File: config.mk
export PLATFORM = sky130hd
export DESIGN_NAME = mem_bus_unit
export DESIGN_NICKNAME = d
export VERILOG_FILES = /design/src/rtl/mem_bus_unit_pkg.sv /design/src/rtl/mem_bus_unit_lane_align.sv /design/src/rtl/mem_bus_unit.sv
export SDC_FILE = /design/constraint.sdc
export NUM_CORES = 1
export LEC_CHECK = 0
export CAP_MARGIN = 20
export CORE_MARGIN = 2
export CORE_UTILIZATION = 48
export CTS_BUF_LIST = sky130_fd_sc_hd__clkbuf_16
export CTS_CLUSTER_SIZE = 14
export DETAILED_ROUTE_END_ITERATION = 7
export HOLD_SLACK_MARGIN = 0.12
export PLACE_DENSITY = 0.95
export SYNTH_ARGS = -nofsm -noshare
export SYNTH_HDL_FRONTEND = slang
export SYNTH_SLANG_ARGS = --single-unit
File: constraint.sdc
create_clock -name clk -period 8.15 [get_ports clk]
set_input_delay 2.0375 -clock clk [delete_from_list [all_inputs] [get_ports clk]]
set_output_delay 2.0375 -clock clk [all_outputs]
set_load 0.02 [all_outputs]
File: src/rtl/mem_bus_unit_pkg.sv
// mem_bus_unit_pkg: shared types and constants for the memory access stage.
//   - funct3 load/store width encodings (RV32 ISA values)
//   - mem_fault_cause encodings
//   - FSM state enum and the latched bus request payload
//   - is_misaligned(): natural-alignment check for an access
package mem_bus_unit_pkg;

    localparam int unsigned XLEN_W = 32;

    // ISA funct3 encodings; stores share the low two bits (SB=000, SH=001, SW=010)
    localparam logic [2:0] F3_LB  = 3'b000;
    localparam logic [2:0] F3_LH  = 3'b001;
    localparam logic [2:0] F3_LW  = 3'b010;
    localparam logic [2:0] F3_LBU = 3'b100;
    localparam logic [2:0] F3_LHU = 3'b101;

    localparam logic [1:0] CAUSE_MISALIGNED = 2'd0;
    localparam logic [1:0] CAUSE_BUS_ERR    = 2'd1;
    localparam logic [1:0] CAUSE_TIMEOUT    = 2'd2;

    typedef enum logic [1:0] {
        ST_IDLE  = 2'd0,
        ST_BUSY  = 2'd1,
        ST_DONE  = 2'd2,
        ST_FAULT = 2'd3
    } state_e;

    // Request as presented on the bus, plus what the load path needs later
    typedef struct packed {
        logic                write;
        logic [XLEN_W-3:0]   word_addr;
        logic [3:0]          be;
        logic [XLEN_W-1:0]   wdata;
        logic [2:0]          f3;
        logic [1:0]          lo;
    } bus_req_t;

    // Halfwords need even addresses, words need 4-byte alignment
    function automatic logic is_misaligned(input logic [1:0] size, input logic [1:0] lo);
        logic mis;
        mis = 1'b0;
        case (size)
            2'b01:   mis = lo[0];
            2'b10:   mis = (lo != 2'b00);
            default: mis = 1'b0;
        endcase
        return mis;
    endfunction

endpackage

File: src/rtl/mem_bus_unit_lane_align.sv
// mem_lane_align: combinational byte-lane steering.
//   Store side: st_size_i/st_lo_i/st_data_i -> be_c_o, st_data_c_o (replicated lanes)
//   Load side:  ld_f3_i/ld_lo_i/ld_data_i   -> ld_data_c_o (shifted, sign/zero extended)
module mem_lane_align
    import mem_bus_unit_pkg::*;
(
    input  logic [1:0]        st_size_i,
    input  logic [1:0]        st_lo_i,
    input  logic [XLEN_W-1:0] st_data_i,
    input  logic [2:0]        ld_f3_i,
    input  logic [1:0]        ld_lo_i,
    input  logic [XLEN_W-1:0] ld_data_i,
    output logic [3:0]        be_c_o,
    output logic [XLEN_W-1:0] st_data_c_o,
    output logic [XLEN_W-1:0] ld_data_c_o
);

    logic [XLEN_W-1:0] ld_shift_c;

    // Store lanes: replicate narrow data so every lane carries it; be picks the lane
    always_comb begin
        be_c_o      = 4'hF;
        st_data_c_o = st_data_i;
        case (st_size_i)
            2'b00: begin
                be_c_o      = 4'(4'b0001 << st_lo_i);
                st_data_c_o = {4{st_data_i[7:0]}};
            end
            2'b01: begin
                be_c_o      = 4'(4'b0011 << st_lo_i);
                st_data_c_o = {2{st_data_i[15:0]}};
            end
            default: ;
        endcase
    end

    // Load extract: bring the addressed byte to lane 0, then extend
    always_comb begin
        ld_shift_c  = ld_data_i >> {ld_lo_i, 3'b000};
        ld_data_c_o = ld_shift_c;
        case (ld_f3_i)
            F3_LB:   ld_data_c_o = {{24{ld_shift_c[7]}}, ld_shift_c[7:0]};
            F3_LBU:  ld_data_c_o = {24'h0, ld_shift_c[7:0]};
            F3_LH:   ld_data_c_o = {{16{ld_shift_c[15]}}, ld_shift_c[15:0]};
            F3_LHU:  ld_data_c_o = {16'h0, ld_shift_c[15:0]};
            default: ld_data_c_o = ld_shift_c;
        endcase
    end

endmodule

File: src/rtl/mem_bus_unit.sv
// mem_bus_unit: memory access stage between the control unit and a
// single-outstanding valid/ready system bus.
//   Control side: mem_read, mem_write, addr, size_f3, wdata ->
//                 mem_complete, rdata, mem_fault, mem_fault_cause
//   Bus side:     bus_valid, bus_write, bus_addr, bus_be, bus_wdata ->
//                 bus_ready, bus_rdata, bus_err
// Optional: define MEM_BUS_UNIT_TIMEOUT_EN to abort a BUSY access after
// TIMEOUT_CYCLES cycles without bus_ready (cause 2).
module mem_bus_unit
    import mem_bus_unit_pkg::*;
#(
    parameter int unsigned XLEN           = 32,
    parameter int unsigned TIMEOUT_CYCLES = 255
) (
    input  logic            clk,
    input  logic            rst_n,
    input  logic            mem_read,
    input  logic            mem_write,
    input  logic [XLEN-1:0] addr,
    input  logic [2:0]      size_f3,
    input  logic [XLEN-1:0] wdata,
    output logic            mem_complete,
    output logic [XLEN-1:0] rdata,
    output logic            mem_fault,
    output logic [1:0]      mem_fault_cause,
    output logic            bus_valid,
    output logic            bus_write,
    output logic [XLEN-1:0] bus_addr,
    output logic [3:0]      bus_be,
    output logic [XLEN-1:0] bus_wdata,
    input  logic            bus_ready,
    input  logic [XLEN-1:0] bus_rdata,
    input  logic            bus_err
);

    state_e            state_q, state_d;
    bus_req_t          req_q, req_d;
    logic              valid_q, valid_d;
    logic              done_q, done_d;
    logic              fault_q, fault_d;
    logic [1:0]        cause_q, cause_d;
    logic [XLEN-1:0]   rdata_q, rdata_d;
    logic              kill_q, kill_d;

    logic              req_c;
    logic              live_c;
    logic              misalign_c;
    logic              tmo_hit_c;
    logic [3:0]        be_c;
    logic [XLEN_W-1:0] st_data_c;
    logic [XLEN_W-1:0] ld_data_c;

    assign req_c      = mem_read | mem_write;
    assign live_c     = req_c & ~kill_q;
    assign misalign_c = is_misaligned(size_f3[1:0], addr[1:0]);

    mem_lane_align u_lane (
        .st_size_i   (size_f3[1:0]),
        .st_lo_i     (addr[1:0]),
        .st_data_i   (wdata),
        .ld_f3_i     (req_q.f3),
        .ld_lo_i     (req_q.lo),
        .ld_data_i   (bus_rdata),
        .be_c_o      (be_c),
        .st_data_c_o (st_data_c),
        .ld_data_c_o (ld_data_c)
    );

`ifdef MEM_BUS_UNIT_TIMEOUT_EN
    localparam int unsigned TmoW = ($clog2(TIMEOUT_CYCLES + 1) > 8) ?
                                   $clog2(TIMEOUT_CYCLES + 1) : 8;

    logic [TmoW-1:0] tmo_q, tmo_d;

    // Counts BUSY cycles without bus_ready; zero whenever not waiting
    always_comb begin
        tmo_d = '0;
        if (state_q == ST_BUSY && !bus_ready) begin
            tmo_d = tmo_q + TmoW'(1);
        end
    end

    always_ff @(posedge clk) begin
        if (!rst_n) begin
            tmo_q <= '0;
        end else begin
            tmo_q <= tmo_d;
        end
    end

    assign tmo_hit_c = (state_q == ST_BUSY) && !bus_ready &&
                       (tmo_q == TmoW'(TIMEOUT_CYCLES - 1));
`else
    // Without the timeout a BUSY access waits for bus_ready indefinitely
    logic unused_timeout;
    assign unused_timeout = ^TIMEOUT_CYCLES;
    assign tmo_hit_c      = 1'b0;
`endif

    // Next state and next registered outputs
    always_comb begin
        state_d = state_q;
        req_d   = req_q;
        valid_d = 1'b0;
        done_d  = 1'b0;
        fault_d = 1'b0;
        cause_d = cause_q;
        rdata_d = rdata_q;
        kill_d  = kill_q;

        case (state_q)
            ST_IDLE: begin
                kill_d = 1'b0;
                if (req_c) begin
                    if (misalign_c) begin
                        state_d = ST_FAULT;
                        fault_d = 1'b1;
                        cause_d = CAUSE_MISALIGNED;
                    end else begin
                        req_d.write     = mem_write;
                        req_d.word_addr = addr[XLEN-1:2];
                        req_d.be        = be_c;
                        req_d.wdata     = st_data_c;
                        req_d.f3        = size_f3;
                        req_d.lo        = addr[1:0];
                        valid_d         = 1'b1;
                        state_d         = ST_BUSY;
                    end
                end
            end

            ST_BUSY: begin
                // A dropped request is remembered so the access finishes silently
                if (!req_c) begin
                    kill_d = 1'b1;
                end
                if (bus_ready) begin
                    if (!live_c) begin
                        state_d = ST_IDLE;
                    end else if (bus_err) begin
                        state_d = ST_FAULT;
                        fault_d = 1'b1;
                        cause_d = CAUSE_BUS_ERR;
                    end else begin
                        state_d = ST_DONE;
                        done_d  = 1'b1;
                        rdata_d = ld_data_c;
                    end
                end else if (tmo_hit_c) begin
                    if (live_c) begin
                        state_d = ST_FAULT;
                        fault_d = 1'b1;
                        cause_d = CAUSE_TIMEOUT;
                    end else begin
                        state_d = ST_IDLE;
                    end
                end else begin
                    valid_d = 1'b1;
                end
            end

            ST_DONE:  state_d = ST_IDLE;
            ST_FAULT: state_d = ST_IDLE;
            default:  state_d = ST_IDLE;
        endcase
    end

    always_ff @(posedge clk) begin
        if (!rst_n) begin
            state_q <= ST_IDLE;
            req_q   <= '0;
            valid_q <= 1'b0;
            done_q  <= 1'b0;
            fault_q <= 1'b0;
            cause_q <= 2'd0;
            rdata_q <= '0;
            kill_q  <= 1'b0;
        end else begin
            state_q <= state_d;
            req_q   <= req_d;
            valid_q <= valid_d;
            done_q  <= done_d;
            fault_q <= fault_d;
            cause_q <= cause_d;
            rdata_q <= rdata_d;
            kill_q  <= kill_d;
        end
    end

    assign mem_complete    = done_q;
    assign rdata           = rdata_q;
    assign mem_fault       = fault_q;
    assign mem_fault_cause = cause_q;
    assign bus_valid       = valid_q;
    assign bus_write       = req_q.write;
    assign bus_addr        = {req_q.word_addr, 2'b00};
    assign bus_be          = req_q.be;
    assign bus_wdata       = req_q.wdata;

endmodule

== Word level (Yosys, flattened, before mapping) ==
Index checks and enable logic that the tools add are counted.

* Word-level logic and storage cells: 76
* Bits in registers: 112
* Output and inout bits: 106
* Input bits: 105

* Equal/unequal tests: 14
* Muxes and demuxes: 29
* Shift operators: 3
* Bitwise logic cells: 5
* Reductions and logical operators: 12

{| class="wikitable"
|+ Operator list
! operator !! count
|-
| $pmux W32 S4 || 1
|-
| $pmux W32 S2 || 1
|-
| $shr A32 B5 Y32 || 1
|-
| $mux W2 || 9
|-
| $ne A2 B2 Y1 const B || 6
|-
| $mux W1 || 11
|-
| $pmux W1 S2 || 4
|-
| $pmux W4 S2 || 1
|-
| $reduce_and A4 Y1 || 2
|-
| $eq A2 B2 Y1 const B || 3
|-
| $eq A3 B3 Y1 const B || 2
|-
| $pmux W2 S3 || 1
|-
| $reduce_and A6 Y1 || 1
|-
| $eq A2 B1 Y1 const B || 2
|-
| $logic_not A2 Y1 || 2
|-
| $pmux W2 S2 || 1
|-
| $reduce_and A2 Y1 || 2
|-
| $reduce_bool A2 Y1 || 2
|-
| $shl A1 B2 Y4 const A || 1
|-
| $shl A2 B2 Y4 const A || 1
|-
| $eq A3 B1 Y1 const B || 1
|-
| $logic_not A3 Y1 || 1
|-
| $not A1 Y1 || 3
|-
| $reduce_and A3 Y1 || 1
|-
| 3 further kinds || 3
|}

== Logic depth before layout (Yosys ltp) ==
* Depth after elaboration: 5
* Mapped depth: 10
* Gate-level depth less buffers: 6

== Hierarchy ==
Synthesis repeated with hierarchy kept, for this count alone.

* Cell total of the unflattened synthesis: 757
* Area total of the unflattened synthesis: 6388.6 µm²

{| class="wikitable"
|+ By module, submodules not included
! module !! cells each !! area each (µm²) !! instances !! sequential area each (µm²)
|-
| mem_bus_unit || 572 || 5017.3 || 1 || 2222.1
|-
| mem_lane_align || 185 || 1371.3 || 1 || 0.0
|}

== Worst setup path after synthesis ==
No wires, ideal clock.

* Kind: input -> register
* From: input port size_f3[1]
* To: register req_q, in the netlist bus_wdata[16]
* Path buffers: 3
* Cell stages on the path: 9
* Slack: 3.994 ns
* Required time: 8.034 ns
* Library setup time: 0.116 ns
* Arrival: 4.040 ns
* Path through: clkbuf_1 inv_1 ha_1 clkbuf_1 o211a_1 nor4_2 buf_2 o311ai_0 o211a_1

* Longest elaborated chain between the ends: 4
* Elaborated cells between the ends (all ways): 7
* Those cells by class: eq/ne: 2; mux: 2; bitwise: 1; reduce/logical: 2

{| class="wikitable"
|+ RTL lines
! item !! line !! text
|-
| from (decl) || mem_bus_unit.sv:20 || <nowiki>input logic [2:0] size_f3,</nowiki>
|-
| $eq A2 B2 Y1 or $eq A2 B1 Y1 (tied branches) || mem_bus_unit_pkg.sv:42, mem_bus_unit_lane_align.sv:24 ||
|-
| $pmux W1 S2 || mem_bus_unit_pkg.sv:42 || <nowiki>case (size)</nowiki>
|-
| $not A1 Y1 (no line) || - ||
|-
| $reduce_and A3 Y1 (no line) || - ||
|-
| to (signal assigned) || mem_bus_unit.sv:180 || <nowiki>req_q <= req_d;</nowiki>
|-
| to (decl) || mem_bus_unit.sv:37 || <nowiki>bus_req_t req_q, req_d;</nowiki>
|}

Several ways; a longest one is shown, not always the timed one.
A chain may end at the register's enable or synchronous reset.

== Worst setup path in the final report ==
* From: input port size_f3[1]
* To: register req_q, in the netlist bus_wdata[23]

Same word-level chain as after synthesis.

==> impl_results.md <==
- Clock share of power: roughly 30%
- Critical path type: in2reg
- Synth-to-layout area growth: 34.7%
- DR pass1 iterations: 5
- Met2 Usage GRT: slightly above 40%
- Final-report hold violation count: 0
- Place WS: 2.86 ns
- Post-synth top cells: nand2_1, dfxtp_1, buf_4, a21boi_0, clkbuf_1
- Max-slew violations: 0
- Die H: around 110 µm
- Fin crit share: approximately three fifths
- Total GRT Usage: a little under a quarter
- Worst vdd ir: 0.000114 V
- Core area: approximately 11,000 µm²
- Ys Warns: 0
- Post-route cell area: around 7300 µm²
- CP Cell Sequence: clkdlybuf4s50_1 -> inv_1 -> ha_1 -> o211a_1 -> nor4_4 -> buf_4 -> o311ai_0 -> o211a_1
- Worst path most repeated cell: o211a_1
- Cell Area, Synth: ~5400 µm²
- Outcome: complete, no violations
- I/O Buffers: between 200 and 250
- CTS buffer count: 9
- Vias: 4,930
- N_diodes: 0
- Skew final: ~0.009 ns
- RSZ-0062 raised after global routing: no
- Resized cells post-CTS: 0
- Synth Area in XOR/XNOR: 0%
- Overall Power: between 1 and 1.5 mW
- WL per Instance: 16.6 µm
- Root Driver: clkbuf_16
- Gate power share: roughly a quarter
- Compound-gate portion of the synthesized area: 24.9%
- Count of state elements after synthesis: roughly 110
- Final number of setup-violating endpoints: 0
- Number of library cell types mapped by synthesis: 45
- Top-area cell type share of the netlist area: around two fifths
- Clock Sink Count: about 110
- Main flop type after synthesis: dfxtp_1
- Critical path launch point type: input port
- Largest family of logic cells by synthesized area: compound AO/OA/AOI/OAI gates
- Vias per std cell: ~5.4
- Min Tclk post-route: 4.95 ns
- Fin worst setup slack: about 3.2 ns
- Maxcap violations: 0
- Clock Pin Slew Worst Setup and Hold Paths: about 0.070 ns
- Crit path arrival time: between 5 and 6 ns
- Setup TNS: 0 ns
- Flop pwr share: 44.2%
- Slowest stage cell, crit path: buf_4
- DP HPWL: 11,100 µm
- Die width: between 100 and 150 µm
- IO Count: between 200 and 250
- Pwr per Cell Area: ~190 nW/µm²
- Top post-synthesis cells by area: dfxtp_1, nand2_1, buf_4, a21boi_0, o21ai_0
- Crit path largest cell delay: ~0.7 ns
- Worst Hold Class: reg2reg
- Post-Layout Cell Count: between 900 and 1,000
- WP data required: 8.39 ns
- Antenna-violating nets left: 0
- Cell Rows: 38
- DIE AREA: between 10,000 and 15,000 µm²
- Synth Instances: 651
- DP Area: 7040 µm²
- Met3 Usage GRT: 4.67%
- Pint: approximately 1000 µW
- Switching Fraction: ~29%
- Met1 usage: 28.0%
- Busiest grt layer: met2
- Post-route DRC: 0
- Largest net degree at the start of global routing: about 110
- Clock network latency to the later pin of the worst-skew pair: 0.34 ns
- H-Tree Level Count: 3
- Layout cells sized above 1: 4.58%
- TritonCTS clock tree: yes
- CTS Hold Bufs: 0
- Worst Path Max Fanout: 100
- FFs w/ async S/R, synth: 0%
- Post-synth EDFFs: 0
- Tightest Pin Transition: about 0.93 ns
- DR iter-0 viols: 285
- Synth Area in Adders: 0.920%
- Simple-gate share of the synthesized area: ~15%
- Area leader, netlist: dfxtp_1
- Maximum clock rate: 202 MHz
- Initial antenna violation count: 0
- Vias in the first global route: approximately 4,800
- GR Overflow Total: 0
- Nets: slightly below 900
- Clock Path Buffers: 2
- Count leader, synth: nand2_1
- Final wirelength: around 15,000 µm
- CP endpoint kind: register
- Slew HR: 38.2%
- Crit path buf inv count: 3
- Cell family with most CP delay: buffers and inverters
- Leak: roughly 2.8 nW
- Post-placement cell count: 888
- Proportion of synthesized area in mux cells: about 4.8%
- Routability cong.: 0.909
- Sequential area share after synthesis: 40.8%
- Psw: roughly 410 µW
- Initial core utilization: around 50%
- Global-route wire length before repair: between 20,000 and 25,000 µm
- Post-CTS Setup Inserts: 0
- Syn avg cell area: between 8 and 9 µm²
==> final timing paths <==
check	from	to	slack [ns]	cells after the start
max	size_f3[1]	bus_wdata[23]	3.20	8
min	rdata[7]	rdata[7]	0.47	2
max reg2reg	req_q[1]	rdata[20]	5.28	4
min reg2reg	rdata[7]	rdata[7]	0.47	2
==> stage by stage <==
stage          hold slack [ns]  util, %
2_1_floorplan            0.444        -
3_3_place_gp             0.453     64.3
3_5_place_dp             0.458     64.3
4_1_cts                  0.467     66.9
5_1_grt                  0.488     67.0
6_report                 0.465     67.0
==> metal layers <==
layer	vias to the layer above	wire length [µm]	part of all wire (%)
li1	2386	-	-
met3	42	843	5.6
met1	2317	6330	42
met5	-	0	0
met4	0	475	3.2
met2	185	7350	49
==> power groups by stage <==
| stage | Clock (mW) | Combinational (mW) | Sequential (mW) |
|---|---|---|---|
| 6_report | 0.418 | 0.364 | 0.620 |
| 5_1_grt | 0.452 | 0.389 | 0.624 |
| 4_1_cts | 0.425 | 0.363 | 0.619 |
| 3_5_place_dp | 0 | 0.361 | 0.631 |
| 3_3_place_gp | 0 | 0.352 | 0.628 |
| 2_1_floorplan | 0 | 0.234 | 0.629 |
==> final cells by class <==
class | instances | area, µm²
clock inverters | 7 | 57.6
clock buffers | 9 | 225
well taps | 140 | 175
fillers | 847 | 3610
inverters | 11 | 41.3
flip-flops and latches | 111 | 2220
multi-input cells | 414 | 2490
repair buffers | 213 | 2120
==> kinds of logic after synthesis <==
kind of cell | Yosys count
simple gates | 198
compound gates | 185
buf+inv | 128
flops | 111
mux | 24
fa+ha+maj | 4
other cells | 1
==> layout by cell type, fill, tap and decap left out, types with 5 or more instances in the layout <==
cell,n
a21boi_0,52
nand2_1,162
mux2i_1,16
buf_4,5
dfxtp_1,111
a21oi_1,19
clkdlybuf4s50_1,206
a31oi_1,16
o311ai_0,6
clkbuf_16,9
o211ai_1,9
o211a_1,14
inv_1,14
o2bb2ai_1,7
a32oi_1,8
o221a_1,8
nor2_1,15
o21ai_0,35
mux2_2,7
==> sequential cells by signal (all words and copies together), names as in the netlist <==
register and flops:
bus_wdata 32, kill_q 1, bus_be 4, mem_fault_cause 1
bus_addr 30, req_q 5, bus_write 1, mem_fault 1
state_q 2, rdata 32, bus_valid 1, mem_complete 1
==> tightest hold or removal path: stages (launching register included) <==
cell and delay, ns:
dfxtp_1 0.31, nand2_1 0.04, a21boi_0 0.06
No activity file was read; power rests on OpenSTA's default activity.
